$ cat src/rtl/mux_sel_arbiter_pkg.sv
// Shared types and defaults for the break-before-make mux select arbiter.
// Latency: n/a (types and constants only).
// Backpressure: n/a.
package mux_sel_arbiter_pkg;

    typedef enum logic [1:0] {
        IDLE,
        SETUP,
        GRANT,
        DEAD
    } arb_state_t;

    // Dead-time counter width; 8 bits covers the full 1..255 dead-time range.
    localparam int DEAD_CNT_W      = 8;
    localparam int DEAD_CYCLES_DEF = 2;
    localparam int MAX_HOLD_DEF    = 16;

    // Round-robin pick: a lone requester wins; on a tie the one that did not
    // hold the mux last time wins.
    function automatic logic pick_winner(input logic [1:0] req, input logic last);
        logic win;
        win = 1'b0;
        case (req)
            2'b01:   win = 1'b0;
            2'b10:   win = 1'b1;
            2'b11:   win = ~last;
            default: win = 1'b0;
        endcase
        return win;
    endfunction

endpackage

$ cat src/rtl/mux_sel_arbiter_if.sv
// Request/grant bundle between the requesting logic and the mux arbiter.
// Latency: n/a (wires only).
// Backpressure: requesters hold req until they are done; gnt is the only flow control.
interface mux_sel_arbiter_if;
    logic [1:0] req;
    logic [1:0] gnt;
    logic       sel;
    logic       out_en;
    logic       busy;

    // Requesting side drives req and observes the arbiter outputs.
    modport master (output req, input gnt, input sel, input out_en, input busy);
    // Arbiter side.
    modport slave  (input req, output gnt, output sel, output out_en, output busy);
endinterface

$ cat src/rtl/mux_sel_arbiter_timer.sv
// Loadable down-counter with a done flag, used to time the dead gap.
// Latency: done asserts load_val_i cycles after a load (immediately for 0).
// Backpressure: none; load_i always wins over counting.
module mux_sel_arbiter_timer #(
    parameter int W = 8
) (
    input  logic         clk,
    input  logic         rst,
    input  logic         load_i,
    input  logic [W-1:0] load_val_i,
    output logic         done_o
);

    logic [W-1:0] cnt_q;

    // Load on request, otherwise count down and park at zero.
    always_ff @(posedge clk) begin
        if (rst) begin
            cnt_q <= '0;
        end else if (load_i) begin
            cnt_q <= load_val_i;
        end else if (cnt_q != '0) begin
            cnt_q <= cnt_q - 1'b1;
        end
    end

    assign done_o = (cnt_q == '0);

endmodule

$ cat src/rtl/mux_sel_arbiter.sv
// Round-robin arbiter driving a 2:1 mux sel with break-before-make dead time.
// Latency: req -> sel 1 cycle, req -> gnt/out_en 2 cycles; release -> out_en low 1 cycle.
// Backpressure: a grant holds until its req drops (or MAX_HOLD with MUX_SEL_ARBITER_TIMEOUT_EN).
module mux_sel_arbiter
    import mux_sel_arbiter_pkg::*;
#(
    parameter int DEAD_CYCLES = DEAD_CYCLES_DEF,
    parameter int MAX_HOLD    = MAX_HOLD_DEF
) (
    input  logic               clk,
    input  logic               rst,
    mux_sel_arbiter_if.slave   bus
);

    // Parameter range guards, evaluated at elaboration.
    if (DEAD_CYCLES < 1 || DEAD_CYCLES > 255) begin : g_bad_dead
        $error("mux_sel_arbiter: DEAD_CYCLES out of range 1..255");
    end
    if (MAX_HOLD < 2 || MAX_HOLD > 65535) begin : g_bad_hold
        $error("mux_sel_arbiter: MAX_HOLD out of range 2..65535");
    end

    localparam logic [DEAD_CNT_W-1:0] DEAD_LOAD = DEAD_CNT_W'(DEAD_CYCLES - 1);

    arb_state_t state_q, state_d;
    logic       sel_q, sel_d;
    logic       last_q, last_d;
    logic [1:0] gnt_q, gnt_d;
    logic       out_en_q, out_en_d;
    logic       busy_q, busy_d;
    logic       dead_load;
    logic       dead_done;
    logic       timeout;

    mux_sel_arbiter_timer #(
        .W (DEAD_CNT_W)
    ) u_dead_timer (
        .clk        (clk),
        .rst        (rst),
        .load_i     (dead_load),
        .load_val_i (DEAD_LOAD),
        .done_o     (dead_done)
    );

`ifdef MUX_SEL_ARBITER_TIMEOUT_EN
    localparam int HOLD_W = $clog2(MAX_HOLD);
    localparam logic [HOLD_W-1:0] HOLD_LAST = HOLD_W'(MAX_HOLD - 1);

    logic [HOLD_W-1:0] hold_q;

    // Hold counter: cleared outside GRANT, so it reads 0 on the first grant cycle.
    always_ff @(posedge clk) begin
        if (rst || state_q != GRANT) begin
            hold_q <= '0;
        end else if (hold_q != HOLD_LAST) begin
            hold_q <= hold_q + 1'b1;
        end
    end

    assign timeout = (state_q == GRANT) && (hold_q == HOLD_LAST) && bus.req[~sel_q];
`else
    // Without the timeout a grant ends only when its own request drops.
    assign timeout = 1'b0;
`endif

    // Next-state, winner selection and registered-output precompute.
    always_comb begin
        state_d   = state_q;
        sel_d     = sel_q;
        last_d    = last_q;
        dead_load = 1'b0;

        case (state_q)
            IDLE: begin
                if (bus.req != 2'b00) begin
                    state_d = SETUP;
                    sel_d   = pick_winner(bus.req, last_q);
                end
            end
            SETUP: begin
                // An abandoned request never enabled the output, so skip dead time.
                state_d = bus.req[sel_q] ? GRANT : IDLE;
            end
            GRANT: begin
                if (!bus.req[sel_q] || timeout) begin
                    state_d   = DEAD;
                    last_d    = sel_q;
                    dead_load = 1'b1;
                end
            end
            DEAD: begin
                // Requests are only looked at on the final dead cycle.
                if (dead_done) begin
                    if (bus.req != 2'b00) begin
                        state_d = SETUP;
                        sel_d   = pick_winner(bus.req, last_q);
                    end else begin
                        state_d = IDLE;
                    end
                end
            end
            default: state_d = IDLE;
        endcase

        gnt_d    = (state_d == GRANT) ? {sel_d, ~sel_d} : 2'b00;
        out_en_d = (state_d == GRANT);
        busy_d   = (state_d != IDLE);
    end

    // State and output registers; reset drops the output with no dead time.
    always_ff @(posedge clk) begin
        if (rst) begin
            state_q  <= IDLE;
            sel_q    <= 1'b0;
            last_q   <= 1'b1;
            gnt_q    <= 2'b00;
            out_en_q <= 1'b0;
            busy_q   <= 1'b0;
        end else begin
            state_q  <= state_d;
            sel_q    <= sel_d;
            last_q   <= last_d;
            gnt_q    <= gnt_d;
            out_en_q <= out_en_d;
            busy_q   <= busy_d;
        end
    end

    assign bus.gnt    = gnt_q;
    assign bus.sel    = sel_q;
    assign bus.out_en = out_en_q;
    assign bus.busy   = busy_q;

endmodule
$ cat src/flat_wrapper.sv
// flat-port wrapper written by rule: the top's interface ports become plain ports
module mux_sel_arbiter_flat import mux_sel_arbiter_pkg::*;
#(
    parameter int DEAD_CYCLES = DEAD_CYCLES_DEF,
    parameter int MAX_HOLD    = MAX_HOLD_DEF
)
  (clk, rst, bus_req, bus_gnt, bus_sel, bus_out_en, bus_busy);
  mux_sel_arbiter_if bus_i ();
  input  logic clk;
  input  logic rst;
  input wire logic [$bits(bus_i.req)-1:0] bus_req;
  output wire logic [$bits(bus_i.gnt)-1:0] bus_gnt;
  output wire logic [$bits(bus_i.sel)-1:0] bus_sel;
  output wire logic [$bits(bus_i.out_en)-1:0] bus_out_en;
  output wire logic [$bits(bus_i.busy)-1:0] bus_busy;
  assign bus_i.req = bus_req;
  assign bus_gnt = bus_i.gnt;
  assign bus_sel = bus_i.sel;
  assign bus_out_en = bus_i.out_en;
  assign bus_busy = bus_i.busy;
  mux_sel_arbiter #(.DEAD_CYCLES(DEAD_CYCLES), .MAX_HOLD(MAX_HOLD)) u_core (.clk(clk), .rst(rst), .bus(bus_i));
endmodule
$ cat config.mk
export PLATFORM = sky130hd
export DESIGN_NAME = mux_sel_arbiter_flat
export DESIGN_NICKNAME = d
export VERILOG_FILES = /design/src/rtl/mux_sel_arbiter_pkg.sv /design/src/rtl/mux_sel_arbiter_if.sv /design/src/rtl/mux_sel_arbiter_timer.sv /design/src/rtl/mux_sel_arbiter.sv /design/src/flat_wrapper.sv
export SDC_FILE = /design/constraint.sdc
export NUM_CORES = 1
export LEC_CHECK = 0
export ABC_AREA = 1
export BUFFER_PORTS_ARGS = -buffer_cell sky130_fd_sc_hd__buf_4
export CORE_UTILIZATION = 50
export DETAILED_ROUTE_END_ITERATION = 8
export PLACE_DENSITY = 0.74
export SLEW_MARGIN = 20
export SYNTH_ARGS = -nofsm -noshare
export SYNTH_HDL_FRONTEND = slang
export SYNTH_SLANG_ARGS = --single-unit
$ cat constraint.sdc
create_clock -name clk -period 1.6 [get_ports clk]
set_input_delay 0.24 -clock clk [delete_from_list [all_inputs] [get_ports clk]]
set_output_delay 0.24 -clock clk [all_outputs]
set_load 0.03 [all_outputs]
* Yosys cells after proc, flatten, opt, wreduce, memory -nomap -nowiden
Cells that the tools add are included.
W data, S select, Z words.
** Word-level totals
- Flip-flop bits (word level) :: 16
- Input port bits :: 4
- Output and inout port bits :: 5
- Word-level logic and storage cells :: 45
** Cells by class
- Add/subtract/negate cells :: 1
- $lt $le $gt $ge :: 1
- Equality and inequality tests :: 6
- Mux-type cells :: 16
- Bitwise logic cells :: 4
- Reductions and logical operators :: 9
** Operator list (count)
- $eq A2 B2 Y1 const B :: 5
- $mux W1 :: 9
- $logic_not A8 Y1 :: 1
- $mux W2 :: 4
- $pmux W2 S4 :: 1
- $reduce_bool A8 Y1 :: 1
- $sub A8 B1 Y8 const B :: 1
- $reduce_bool A2 Y1 :: 3
- $not A1 Y1 :: 4
- $pmux W1 S2 :: 2
- $reduce_or A2 Y1 :: 2
- $eq A2 B1 Y1 const B :: 1
- $logic_not A2 Y1 :: 1
- $lt A1 B2 Y1 const B :: 1
- $reduce_and A2 Y1 :: 1

* Longest topological paths before layout
Gate-level depths: netlist of run 1.
- Depth after elaboration :: 7
- Mapped depth :: 10
- Gate-level depth less buffers :: 10

* Cells and area by module
A second synthesis of run 1 with hierarchy kept.
** Second synthesis, totals
- Cells, all modules :: 132
- Area total of the unflattened synthesis :: 908.4 um^2
** Modules (own cells, without submodules)
- mux_sel_arbiter_timer :: instances 1, cells an instance 70, area an instance 473.0 um^2, sequential area each 160.2 um^2
- mux_sel_arbiter :: instances 1, cells an instance 62, area an instance 435.4 um^2, sequential area each 160.2 um^2

* Least setup slack after synthesis of run 1
Ideal clock, no wire load.
- Path type :: reg2reg
- From :: reg u_core.state_q[0]
- To :: reg u_core.gnt_q[0] (netlist: u_core.bus.gnt[0])
- Library setup time :: 0.115 ns
- Data arrival time :: 1.258 ns
- Required time :: 1.485 ns
- Setup slack :: 0.227 ns
- Stages on the path, launching flop included :: 8
- Path buffers :: 0
- Period minus slack after synthesis :: 1.373 ns
- Cell sequence :: dfxtp_1 -> inv_1 -> ha_1 -> or2_2 -> a21oi_1 -> nand2_1 -> nand4_1 -> nor2_1
** Between the ends
- Cells in the longest elaborated chain, start to end :: 5
- Elaborated cells on any way between the ends :: 13
- Those cells by class :: eq/ne: 4; mux: 5; bitwise: 2; reduce/logical: 2
** Ends and longest elaborated chain
- start: declaration :: line mux_sel_arbiter.sv:25 : arb_state_t state_q, state_d;
- start signal: assignment :: line mux_sel_arbiter.sv:120 : state_q <= state_d;
- $eq A2 B2 Y1 (tied with other cells) :: line mux_sel_arbiter.sv:73 : case (state_q)
- $pmux W2 S4 :: line mux_sel_arbiter.sv:73
- $eq A2 B2 Y1 :: line mux_sel_arbiter.sv:105 : gnt_d = (state_d == GRANT) ? {sel_d, ~sel_d} : 2'b00;
- $not A1 Y1 (no line)
- $reduce_or A2 Y1 (no line)
- end signal: assignment :: line mux_sel_arbiter.sv:123 : gnt_q <= gnt_d;
- end: declaration :: line mux_sel_arbiter.sv:28 : logic [1:0] gnt_q, gnt_d;
Parallel ways exist; a longest one is shown, timed or not.
A chain may end at the register's enable or synchronous reset.

* Worst setup path in the final report of run 1
- From :: reg u_core.state_q[0]
- To :: reg u_core.out_en_q (netlist: u_core.bus.out_en)
** Between the ends
- Cells in the longest elaborated chain, start to end :: 3
- Elaborated cells on any way between the ends :: 9
- Those cells by class :: eq/ne: 4; mux: 4; reduce/logical: 1
** Ends and longest elaborated chain
- $eq A2 B2 Y1 (tied with other cells) :: line mux_sel_arbiter.sv:73
- $pmux W2 S4 * :: line mux_sel_arbiter.sv:73
- $eq A2 B2 Y1 * :: line mux_sel_arbiter.sv:106 : out_en_d = (state_d == GRANT);
- end signal: assignment :: line mux_sel_arbiter.sv:124 : out_en_q <= out_en_d;
- end: declaration :: line mux_sel_arbiter.sv:29 : logic out_en_q, out_en_d;
Every way passes the cells marked *; elsewhere a longest branch is shown, timed or not.

==> flow_metrics.env, run 1 <==
export IMPL_cpMostUsedCell="inv_1"
export IMPL_synthesis_nets=134
export IMPL_drt_iter0_drc=43
export IMPL_wl_per_cell_um=11.64
export IMPL_synth_top_family_by_area="simple AND/OR/NAND/NOR gates"
export IMPL_rows=14
export IMPL_gr_total_overflow=0
export IMPL_ys_top_cells_by_area="dfxtp_1 (37%), nand2_1 (13%), ha_1 (8.6%)"
export IMPL_die_area_um2=1921
export IMPL_io_buffers=8
export IMPL_synth_xor_xnor_area_share=0.06009
export IMPL_grt_max_degree=10
export IMPL_fin_crit_ps=1494
export IMPL_place_ws_ps=114.9
export IMPL_ios=9
export IMPL_initial_core_util=0.5548
export IMPL_synth_edf_count=0
export IMPL_fin_setup_tns_ps=0
export IMPL_cts_buffers=3
export IMPL_cts_repair_resized=0
export IMPL_vias_per_cell=5.316
export IMPL_period_share=0.9340
export IMPL_vias=808
export IMPL_cap_violations=0
export IMPL_worstPathArrival_ps=1690
export IMPL_setup_ws_ps=105.5
export IMPL_status="finished, violations left"
export IMPL_grt_antenna_before_repair=0
export IMPL_final_layout_size_suffix_gt1_frac=0.1765
export IMPL_first_global_vias=693
export IMPL_path_clk_slew_ps=100
export IMPL_rsz0062_at_grt="false"
export IMPL_track_usage=0.2102
export IMPL_post_dp_hpwl_um=1344
export IMPL_num_antenna_cells=0
export IMPL_htreeDepth=1
export IMPL_synth_warnings=0
export IMPL_final_common_cell="nand2_1"
export IMPL_synth_cells=124
export IMPL_tightest_slew_ps=331.3
export IMPL_wl_um=1770
export IMPL_vdd_drop_max_mv=1.241
export IMPL_cts_sinks=16
export IMPL_yosys_area_top_type="dfxtp_1"
export IMPL_cp_data_required_time_ps=1790
export IMPL_path_class="reg2reg"
export IMPL_coreArea_um2=1577
export IMPL_min_path_type="in2reg"
export IMPL_cp_cell_sequence="inv_1, ha_1, or2_2, a21oi_1, nand2_1, nand4_1, inv_1"
export IMPL_postCtsHoldBufs=0
export IMPL_post_cts_buffers=0
export IMPL_slew_viol_final=0
export IMPL_die_h_um=43.83
export IMPL_drc_errors=1
export IMPL_violations="DRC"
export IMPL_dp_cells=148
export IMPL_synth_mux_area_frac=0
export IMPL_finalHoldViolCount=0
export IMPL_syn_area_per_cell_um2=7.053
export IMPL_instances_no_fill=152
export IMPL_path_buf_inv=2
export IMPL_max_stage_delay_ps=380
export IMPL_ys_ff_latch=16
export IMPL_skew_ps=3.638
export IMPL_clock_path_buffers=2
export IMPL_synth_flop_cell="dfxtp_1"
export IMPL_clock_root_buffer="clkbuf_4"
export IMPL_reg2reg_depth=7
export IMPL_clk_insertion_delay_late_ps=290
export IMPL_worstPathMaxFanout=6
export IMPL_clock_fmax_ghz=0.6691
export IMPL_p_total_mw=2.238
export IMPL_yosys_area_share_simple=0.3247
export IMPL_multiInputGateArea_um2=490.5
export IMPL_syn_area_um2=874.6
export IMPL_end_kind="flip-flop"
export IMPL_design_area_um2=993.5
export IMPL_setup_violations_final=0
export IMPL_holdPathStages=2
export IMPL_place_area_um2=954.7
export IMPL_cp_slowest_cell="dfxtp_2"
export IMPL_power_density_nw_per_um2=2253
export IMPL_synth_seq_area_share=0.3662
export IMPL_synth_distinct_cells=22
export IMPL_cp_depth=7
export IMPL_area_growth_synth_to_final_pct=13.59
export IMPL_critPathTopFamily="simple AND/OR/NAND/NOR gates"
export IMPL_synth_compound_area_frac=0.09013
export IMPL_synth_top_area_share=0.3662
export IMPL_final_cell_mix="nand2_1 (31), nor2_1 (19), inv_1 (16), dfxtp_1 (14), buf_4 (8)"
export IMPL_gp_congestion=0.8827
export IMPL_nNetsFinal=147
export IMPL_leakagePower_nw=0.5121
export IMPL_drt_pre_antenna_iters=6
export IMPL_synthAdderAreaFrac=0.08584
export IMPL_grt_pass1_wl_um=3001
export IMPL_die_w_um=43.83
export IMPL_fill_cells=133
export IMPL_postSynth_asyncResetShare=0
export IMPL_cts_tree="yes"
export IMPL_cp_start_kind="flip-flop"
export IMPL_relSlewSlack=0.7783
export IMPL_seqCellArea_um2=322.8
export IMPL_ant_nets=0
[logic make-up (layout without fill, tap and decap cells)]
kind of cell               after synthesis  after routing
AOI/OAI and AO/OA                       14             14
xor gates and xnor gates                 6              6
adders and majority gates                6              6
buffers and inverters                   17             29
DFF                                     16             16
and+or+nand+nor                         65             65
[worst register-to-register path: cells and delay by family (launching register included)]
family | cells | cell delay, ps
compound gates | 1 | 110
fa+ha+maj | 1 | 270
buf+inv | 2 | 140
flops | 1 | 380
simple gates | 3 | 500
[routing by layer]
metal,global-route usage,vias up,share of wire
met5,0,-,0
met4,0.07500,0,0.020
met3,0.05000,8,0.063
met2,0.3284,31,0.45
met1,0.2813,359,0.47
li1,-,410,-
[final cells by class]
cell class	count	area share
flip-flops and latches	16	0.3249
inverters	17	0.06423
well taps	16	0.02015
clock buffers	4	0.03652
repair buffers	8	0.06045
multi-input cells	91	0.4937
[registers in the layout (all words and copies together), names as in the netlist]
name / count
u_core.bus.busy: 1
u_core.bus.out_en: 1
u_core.bus.sel: 1
u_core.bus.gnt: 2
u_core.state_q: 2
u_core.last_q: 1
u_core.u_dead_timer.cnt_q: 8
[path summary, 6_finish.rpt]
kind                                                     to                                 startpoint  slack, ps
hold / removal    u_core.u_dead_timer.cnt_q[0]$_SDFFE_PP0P_                                        rst        130
setup / recovery               u_core.bus.out_en$_SDFF_PP0_               u_core.state_q[0]$_SDFF_PP0_        110
setup reg to reg               u_core.bus.out_en$_SDFF_PP0_               u_core.state_q[0]$_SDFF_PP0_        110
hold reg to reg   u_core.u_dead_timer.cnt_q[3]$_SDFFE_PP0P_  u_core.u_dead_timer.cnt_q[3]$_SDFFE_PP0P_        510
[cell usage after synthesis, types with 2 or more instances]
| library cell | number |
|---|---|
| ha_1 | 6 |
| xor2_1 | 4 |
| or2_2 | 2 |
| nor2_2 | 2 |
| inv_1 | 16 |
| nand2_2 | 3 |
| o21ai_0 | 5 |
| nand3_1 | 4 |
| xnor2_1 | 2 |
| dfxtp_1 | 16 |
| nand2_1 | 31 |
| nor2_1 | 19 |
| a21oi_1 | 5 |
[where the power goes]
part | switching (mW) | internal (mW) | total, mW
Clock | 0.138 | 0.139 | 0.277
Sequential | 0.129 | 0.561 | 0.689
Combinational | 0.792 | 0.480 | 1.27
Total | 1.06 | 1.18 | 2.24
[metrics by stage]
step / hold slack (ps) / util
after floorplan: 309.1 / -
after global placement: 431.9 / 0.6056
after detailed placement: 432.7 / 0.6056
after CTS: 124.3 / 0.6286
after global routing: 116.7 / 0.6302
final: 125.9 / 0.6302
Power figures use the tool's default switching activity.
==> inputs of run 2 (changes only) <==
Settings changed: ABC_AREA 1 to unset, HOLD_SLACK_MARGIN set to 0.06, PLACE_DENSITY 0.74 to 0.75.
==> flow_metrics.env, run 2 <==
export IMPL_io_buffers=8
export IMPL_rows=14
export IMPL_initial_core_util=0.5430
export IMPL_netlist_top_cells_count="dfxtp_1 (16), inv_1 (8), nor2_1 (8)"
export IMPL_setup_ws_ps=-137.1
export IMPL_fin_setup_tns_ps=-584.3
export IMPL_cts_sinks=16
export IMPL_synth_warnings=0
export IMPL_final_cell_mix="buf_4 (30), dfxtp_1 (12), nand2_1 (7), nor2_1 (7)"
export IMPL_area_growth_synth_to_final_pct=40.51
export IMPL_wl_per_cell_um=13.90
export IMPL_fin_crit_ps=1737
export IMPL_largest_reg_flops=8
export IMPL_violations="setup timing"
export IMPL_synth_flop_cell="dfxtp_1"
export IMPL_fin_util=0.7630
export IMPL_leakagePower_nw=0.5283
export IMPL_wl_um=1877
export IMPL_syn_area_um2=837.1
export IMPL_finalHoldViolCount=0
export IMPL_yosys_area_top_type="dfxtp_1"
export IMPL_die_h_um=42.92
export IMPL_synth_top_area_share=0.3827
export IMPL_vdd_drop_max_mv=1.356
export IMPL_cp_data_required_time_ps=1810
export IMPL_design_area_um2=1176
export IMPL_gp_congestion=0.8629
export IMPL_relSlewSlack=0.7261
export IMPL_hold_slack_ps=124.4
export IMPL_cap_violations=0
export IMPL_power_density_nw_per_um2=2481
export IMPL_gr_total_overflow=0
export IMPL_synth_seq_area_share=0.3827
export IMPL_status="finished, violations left"
export IMPL_cts_tree="yes"
export IMPL_synth_distinct_cells=34
export IMPL_ios=9
export IMPL_die_area_um2=1842
export IMPL_period_share=1.086
export IMPL_path_class="reg2reg"
export IMPL_cts_buffers=3
export IMPL_die_w_um=42.92
export IMPL_synth_edf_count=0
export IMPL_ant_nets=0
export IMPL_setup_violations_final=6
export IMPL_drc_errors=0
export IMPL_track_usage=0.2210
export IMPL_worstPathArrival_ps=1940
export IMPL_nNetsFinal=130
export IMPL_clk_insertion_delay_late_ps=300
export IMPL_clock_root_buffer="clkbuf_4"
export IMPL_clock_fmax_ghz=0.5757
export IMPL_postSynth_asyncResetShare=0
export IMPL_vias_per_cell=5.467
export IMPL_ys_ff_latch=16
export IMPL_synthesis_nets=95
export IMPL_tightest_slew_ps=399.4
export IMPL_grt_max_degree=10
export IMPL_end_kind="flip-flop"
export IMPL_post_dp_hpwl_um=1367
export IMPL_vias=738
export IMPL_drt_iter0_drc=14
export IMPL_final_layout_size_suffix_gt1_frac=0.4874
export IMPL_num_antenna_cells=0
export IMPL_p_total_mw=2.918
export IMPL_synth_cells=85
export IMPL_min_path_type="in2reg"
export IMPL_slew_viol_final=0
export IMPL_skew_ps=4.990
export IMPL_first_global_vias=695
export IMPL_regMostFlops="u_core.u_dead_timer.cnt_q"
export IMPL_coreArea_um2=1541
export IMPL_path_clk_slew_ps=100
export IMPL_rsz0062_at_grt="true"
export IMPL_htreeDepth=1
export IMPL_ys_top_cells_by_area="dfxtp_1 (38%), ha_1 (9.0%), inv_1 (3.6%)"
export IMPL_clock_path_buffers=2
export IMPL_synth_most_common_cell="dfxtp_1"
export IMPL_grt_pass1_wl_um=2987
export IMPL_cp_start_kind="flip-flop"
export IMPL_syn_area_per_cell_um2=9.848
export IMPL_worstPathMaxFanout=5
export IMPL_drt_pre_antenna_iters=3
export IMPL_final_common_cell="buf_4"
export IMPL_grt_antenna_before_repair=0
export IMPL_place_area_um2=1061
[run 2: changes by cell type in the layout (fill, tap and decap cells not counted), moves of 3 or more]
cell / before / now
nor2_1: 19 / 7
buf_4: 8 / 30
inv_2: 1 / 5
nand2_1: 31 / 7
inv_1: 16 / 3
nand3_1: 4 / 0
o21ai_0: 4 / 1
ha_1: 6 / 2
[run 2: worst paths after layout]
kind,depth (start not counted),end,from,slack [ps]
worst min register to register,2,u_core.last_q$_SDFFE_PP1P_,u_core.last_q$_SDFFE_PP1P_,540
worst min-delay path,2,u_core.state_q[0]$_SDFF_PP0_,rst,120
worst max-delay path,7,u_core.state_q[0]$_SDFF_PP0_,u_core.state_q[1]$_SDFF_PP0_,-140
worst max register to register,7,u_core.state_q[0]$_SDFF_PP0_,u_core.state_q[1]$_SDFF_PP0_,-140
[run 2: power by group]
group / switching, mW / internal (mW)
Sequential: 0.153 / 0.584
Clock: 0.137 / 0.139
Combinational: 0.910 / 0.994
Total: 1.20 / 1.72
[run 2: layout make-up]
class	count	area, um^2
Tap cell	16	20.02
Sequential cell	16	325.3
Timing Repair Buffer	30	225.2
Fill cell	110	365.4
Clock buffer	4	36.28
Multi-Input combinational cell	61	539.3
Inverter	8	30.03
[run 2: routing by layer]
metal / track usage / share of wire / up-vias
li1: - / - / 369
met1: 0.2756 / 0.45 / 354
met2: 0.3576 / 0.50 / 10
met3: 0.06383 / 0.029 / 5
met4: 0.08125 / 0.022 / 0
met5: 0 / 0 / -
[run 2: cells by family after synthesis]
family                   synth area share
XOR/XNOR                          0.06279
AND/OR/NAND/NOR                    0.2153
flip-flops                         0.3827
buffers and inverters             0.03588
multiplexers                      0.01196
adder cells (fa/ha/maj)           0.08968
AO/OA/AOI/OAI                      0.2018
[run 2: critical path, stage by stage (launching register included)]
cell and delay (ps):
dfxtp_2 340, inv_2 70, ha_4 130, or4b_1 450, o311a_1 160, a311oi_4 290
buf_4 170, nor2_2 30
[run 2: what timing repair did]
item                       in CTS  in global routing
hold buffers                    0                  0
pin swaps                       4                  5
setup buffers                   1                  5
setup endpoints to repair       7                  7
hold endpoints to repair        0                  0
gates resized for setup         7                  4
[run 2: stage by stage]
stage | setup slack (ps) | cells
CTS | -118.2 | 130
global placement | -27.42 | 125
global route | -189.2 | 135
detailed placement | -102.6 | 125
floorplan | -4.137 | 85
finish | -137.1 | 135
